==> src/rtl/fifo_pkg.sv <==
// Shared FIFO constants.
// Default depth used by datapath input buffers.
package fifo_pkg;
  localparam int FIFO_SLOTS = 4;
endpackage

==> src/rtl/fifo.sv <==
// Single-clock FIFO, first-word fall-through read,
// full/almost_full/empty decoded from the occupancy counter.
module fifo
  import fifo_pkg::*;
#(
  parameter int NUM_SLOTS     = FIFO_SLOTS,
  parameter int LOG_NUM_SLOTS = 2,
  parameter int DATA_WIDTH    = 32
) (
  input  logic                  clk,
  input  logic                  rst,
  input  logic [DATA_WIDTH-1:0] data_write,
  input  logic                  write,
  output logic                  full,
  output logic                  almost_full,
  output logic [DATA_WIDTH-1:0] data_read,
  input  logic                  next_read,
  output logic                  empty
);

  localparam logic [LOG_NUM_SLOTS:0] CNT_FULL =
    (LOG_NUM_SLOTS+1)'(NUM_SLOTS);
  localparam logic [LOG_NUM_SLOTS:0] CNT_AF =
    (LOG_NUM_SLOTS+1)'(NUM_SLOTS-1);
  localparam logic [LOG_NUM_SLOTS-1:0] PTR_LAST =
    LOG_NUM_SLOTS'(NUM_SLOTS-1);

  logic [DATA_WIDTH-1:0]    mem [NUM_SLOTS];
  logic [LOG_NUM_SLOTS-1:0] rptr;
  logic [LOG_NUM_SLOTS-1:0] wptr;
  logic [LOG_NUM_SLOTS:0]   count;
  logic                     push;
  logic                     pop;

  assign empty       = (count == '0);
  assign full        = (count == CNT_FULL);
  assign almost_full = (count == CNT_AF);

  assign push = write & ~full;
  assign pop  = next_read & ~empty;

  assign data_read = mem[rptr];

  always_ff @(posedge clk) begin
    if (push) mem[wptr] <= data_write;
  end

  // Explicit wrap compare keeps non-power-of-two depths legal.
  always_ff @(posedge clk or posedge rst) begin
    if (rst) begin
      rptr  <= '0;
      wptr  <= '0;
      count <= '0;
    end else begin
      if (push) wptr <= (wptr == PTR_LAST) ? '0 : wptr + 1'b1;
      if (pop)  rptr <= (rptr == PTR_LAST) ? '0 : rptr + 1'b1;
      unique case ({push, pop})
        2'b10:   count <= count + 1'b1;
        2'b01:   count <= count - 1'b1;
        default: count <= count;
      endcase
    end
  end

`ifndef SYNTHESIS
  cover property (@(posedge clk) disable iff (rst)
    write && full);
  cover property (@(posedge clk) disable iff (rst)
    next_read && empty);
  assert property (@(posedge clk) disable iff (rst)
    count <= CNT_FULL);
`endif

endmodule

==> config.mk <==
export PLATFORM = sky130hd
export DESIGN_NAME = fifo
export DESIGN_NICKNAME = d
export VERILOG_FILES = /design/src/rtl/fifo_pkg.sv /design/src/rtl/fifo.sv
export SDC_FILE = /design/constraint.sdc
export NUM_CORES = 1
export LEC_CHECK = 0
export CORE_ASPECT_RATIO = 0.9
export CORE_MARGIN = 2
export CORE_UTILIZATION = 30
export CTS_CLUSTER_SIZE = 16
export DETAILED_ROUTE_END_ITERATION = 8
export SETUP_SLACK_MARGIN = 0.2
export SLEW_MARGIN = 30
export SYNTH_ARGS = -nofsm -noshare
export SYNTH_HDL_FRONTEND = slang
export SYNTH_SLANG_ARGS = --single-unit
export TNS_END_PERCENT = 10
==> constraint.sdc <==
create_clock -name clk -period 2.4 [get_ports clk]
set_input_delay 0.48 -clock clk [delete_from_list [all_inputs] [get_ports clk]]
set_output_delay 0.48 -clock clk [all_outputs]
set_load 0.02 [all_outputs]
After elaboration in Yosys (flattened, before gate mapping):

Memories as Yosys holds them, arrays and structs flattened.
Index checks and enable logic that the tools add are counted.

* register bits after elaboration: 7
* bits in writable memories: 128
* input port bits: 36
* logic and storage cells: 25
* memories kept: 1

Memory list
* mem: depth 4, bits a word 32, rd ports 1, clocked after Yosys merged registers in 0, write ports 1, RTL line fifo.sv:28 `logic [DATA_WIDTH-1:0] mem [NUM_SLOTS];`

* $add $sub $neg: 4
* equal/unequal tests: 6
* multiplexer cells: 5
* bitwise logic cells: 4
* reductions and logical operators: 2

Operators by type and width (count)
* $eq 2x2->1 const B: 3
* $pmux 3 s2: 1
* $add 2x1->2 const B: 2
* $mux 2: 2
* $add 3x1->3 const B: 1
* $eq 3x2->1 const B: 1
* $eq 3x3->1 const B: 1
* $logic_not 3->1: 1
* $sub 3x1->3 const B: 1
* $and 1x1->1: 2
* $eq 2x1->1 const B: 1
* $mux 1: 2
* $not 1->1: 2
* $reduce_bool 2->1: 1

Depth between registers and ports, before layout:

* depth after elaboration: 5
* mapped depth: 9

Worst setup path before layout:

OpenSTA, ideal clock, no wires.

* kind: flip-flop to flip-flop
* start point: register count[2]
* end point: memory mem[0][0], enable pin
* arrival: 1.632 ns
* required time: 2.008 ns
* path slack: 0.376 ns
* cell stages (with the launch flop): 4
* buffers on the path: 0
* clock period less this slack: 2.024 ns
* path through: dfrtp_1 > nor3b_4 > nor2b_2 > and2_1

* longest elaborated chain between the ends: 5

RTL lines
* start: declaration: RTL line fifo.sv:31 `logic [LOG_NUM_SLOTS:0] count;`
* start signal: assignment: RTL line fifo.sv:58 `2'b10: count <= count + 1'b1;`
* start signal: assignment: RTL line fifo.sv:59 `2'b01: count <= count - 1'b1;`
* start signal: assignment: RTL line fifo.sv:60 `default: count <= count;`
* $eq 3x3->1: RTL line fifo.sv:36 `assign full = (count == CNT_FULL);`
* named net full: RTL line fifo.sv:14 `output logic full,`
* $not 1->1: RTL line fifo.sv:39 `assign push = write & ~full;`
* $and 1x1->1: RTL line fifo.sv:39
* $mux 1: RTL line fifo.sv:45 `if (push) mem[wptr] <= data_write;`
* $mux 1 (implied by the code): RTL line fifo.sv:45
* end: declaration: RTL line fifo.sv:28

The timed path passes the listed nets, and every way through them passes these cells.

Worst setup path after layout:

* start point: register rptr[0]
* end point: output port data_read[23]

* longest elaborated chain between the ends: 1

RTL lines
* start: declaration: RTL line fifo.sv:29 `logic [LOG_NUM_SLOTS-1:0] rptr;`
* start signal: assignment: RTL line fifo.sv:56 `if (pop) rptr <= (rptr == PTR_LAST) ? '0 : rptr + 1'b1;`
* $mem_v2 4x32
* end: declaration: RTL line fifo.sv:16 `output logic [DATA_WIDTH-1:0] data_read,`

Every way passes these cells.

==> flow_summary.yaml <==
outcome:
  status: "completed"
placement:
  dp.cells: 495
  place_congestion: 0.648
  place_hpwl_um: 5970
  io_buffers: 70
finish:
  multiInputGateArea_um2: 1000
  drive_above_1_share_pct: 37.7
  post-route-util_pct: 40.1
  register_area_um2: 4020
  nNetsFinal: 351
  diodes: 0
  area_delta_synth_final_pct: 31.1
  fill_cells: 1487
  fin_cells: 532
global_routing:
  grt_use_total_pct: 11.3
  grt_pass1_vias: 2552
  grt_pass1_wl_um: 14500
  grt_overflow: 0
  grt_max_degree: 35
  grt_antenna_before_repair: 0
setup_path:
  worst-setup-path-type: "flip-flop to output port"
  cp.required_ps: 1920
  cp.arrival_ps: 1820
  rr_startpoint: "count[0]"
  crit_start: "rptr[0]"
  worstPathMaxFanout: 6
  endpoint_kind: "output port"
  start_kind: "flip-flop"
sta:
  min_period_ps: 2300
  worst_pin_slew_ps: 311
  rsz0062_at_grt: "true"
  fmaxAchievable_ghz: 0.435
  fin_hold_ws_ps: 300
  fin_skew_ps: 5.40
  finalSetupTns_ps: 0
  drv_slew: 0
  setup_viol_count_final: 0
  timing_hold_violations_final: 0
  slew_headroom_pct: 79.3
  period_share_pct: 95.8
synth:
  yosysSeqAreaShare_pct: 78.1
  synthDistinctLibCells: 23
  syn-num-nets: 253
  synth_seq_cells: 135
  avgSynthCellArea_um2: 24.5
  syn-instance-count: 210
  yosys_warnings: 0
  synth_area_um2: 5140
cts:
  clkLatencyLatePin_ps: 410
  cts_made_buffers: 17
  h-tree-depth: 4
  cts_tree: "yes"
  cts_root_buf: "clkbuf_16"
  cts_num_sinks: 135
  clk_pin_slew_ps: 60
  clk_path_buf_depth: 2
  postCtsHoldBufs: 0
detailed_routing:
  drc_errors: 0
  wl_per_cell_um: 18.1
  drt_iter0_drc: 188
  first_pass_iters: 4
  dr_wl_met2_um: 4790
  via_count: 2370
  routed_wl_um: 9610
  wl_met3_um: 513
  avgViaCountPerCell: 4.45
  ant_nets: 0
  wl_met1_um: 4150
  top_layer_used: "met4"
power:
  ir_drop_v: 0.000514
  cellPowerDensity_nw_per_um2: 1330
  p_leak_nw: 2.34
die:
  pin_count: 71
  dieArea_um2: 18200
  core_um2: 16800
  die_x_um: 142
  rows: 45
  die_h_um: 128
  start_util_pct: 30.6
flow_run:
  maxCapViolations: 0
worst_hold_path:
  hp-class: "primary input to async pin"
## synthesized netlist by cell type
cell | number | share of area (%)
inv_1 | 8 | 0.58
nand2b_4 | 1 | 0.27
mux2_1 | 1 | 0.22
xor2_1 | 2 | 0.34
buf_2 | 3 | 0.29
xnor2_1 | 1 | 0.17
mux2_2 | 3 | 0.66
buf_6 | 1 | 0.22
dfrtp_1 | 7 | 3.4
fa_1 | 1 | 0.39
nor3_2 | 1 | 0.19
clkbuf_1 | 1 | 0.073
mux2i_1 | 1 | 0.19
buf_12 | 3 | 1.2
ha_1 | 6 | 1.5
nor3_1 | 1 | 0.097
nor2b_2 | 1 | 0.17
and2_1 | 4 | 0.49
mux4_1 | 4 | 2.0
nor2_1 | 3 | 0.22
mux4_2 | 28 | 12
nor3b_4 | 1 | 0.36
edfxtp_1 | 128 | 75
## power by group
part           switching [W]  internal, W  leakage (nW)  total (W)
logic                0.00156      0.00138         0.781    0.00294
clock network       0.000926      0.00183         0.309    0.00276
registers           0.000167      0.00313          1.25    0.00329
## registers in the layout, summed over array words and instances (netlist names)
signal,flops
count,3
mem,128
rptr,2
wptr,2
## stage by stage
step	power, W	setup WS [ps]	instance area (um^2)
after floorplan	0.00520	376	5140
after global placement	0.00647	76.9	6180
after detailed placement	0.00652	58.0	6180
after CTS	0.00913	5.53	6770
after global routing	0.00942	36.8	6740
final	0.00899	102	6740
## path summary, 6_finish.rpt
kind	endpoint	slack, ps	depth (start not counted)
worst max register to register	count[2]	420	9
max in group asynchronous	rptr[0]	1860	2
min in group clk	count[2]	550	1
worst min-delay path	count[2]	300	2
worst min register to register	count[2]	550	1
worst max-delay path	data_read[23]	100	4
## logic make-up (layout without fill, tap and decap cells)
logic type / count (synthesis) / in the layout / share of synthesized area [%]
DFF: 135 / 135 / 78.1
buffers and inverters: 16 / 127 / 2.34
and+or+nand+nor: 12 / 12 / 1.80
muxes: 37 / 37 / 15.4
adders and majority gates: 7 / 7 / 1.85
xor gates and xnor gates: 3 / 3 / 0.511
## final cells by class
type / instances / area share (%)
sequential: 135 / 59.6
multi-input combinational: 59 / 14.9
timing repair buffer: 87 / 11.7
clock buffer: 18 / 6.36
tap: 211 / 3.91
clock inverter: 14 / 3.06
inverter: 8 / 0.445
## metal layers
layer | GRT usage [%] | up-vias
li1 | - | 1067
met1 | 13.5 | 1226
met2 | 18.2 | 63
met3 | 4.30 | 14
met4 | 5.47 | 0
met5 | 0 | -
## layout by cell type (no fill, tap or decap), drive strengths merged
cell type | netlist | routed
mux4 | 32 | 32
nand2b | 1 | 1
and2 | 4 | 4
nor2b | 1 | 1
nor2 | 3 | 3
mux2i | 1 | 1
inv | 8 | 8
xnor2 | 1 | 1
clkdlybuf4s50 | 0 | 37
bufinv | 0 | 5
edfxtp | 128 | 128
buf | 7 | 39
ha | 6 | 6
clkbuf | 1 | 27
nor3 | 2 | 2
clkdlybuf4s15 | 0 | 1
clkinv | 0 | 8
fa | 1 | 1
xor2 | 2 | 2
dfrtp | 7 | 7
dlygate4sd2 | 0 | 1
mux2 | 4 | 4
clkinvlp | 0 | 1
nor3b | 1 | 1
## critical path: stages (launching register included)
cell and delay (ps):
dfrtp_2 440, buf_6 150, buf_12 120, mux4_2 540
buf_6 160
## timing repair
item | in CTS | in global routing
setup endpoints to repair | 35 | 34
pin swaps | 0 | 0
gates resized for setup | 97 | 36
gates cloned | 1 | 0
buffers inserted | 3 | 1
No activity file was read; power rests on OpenSTA's default activity.
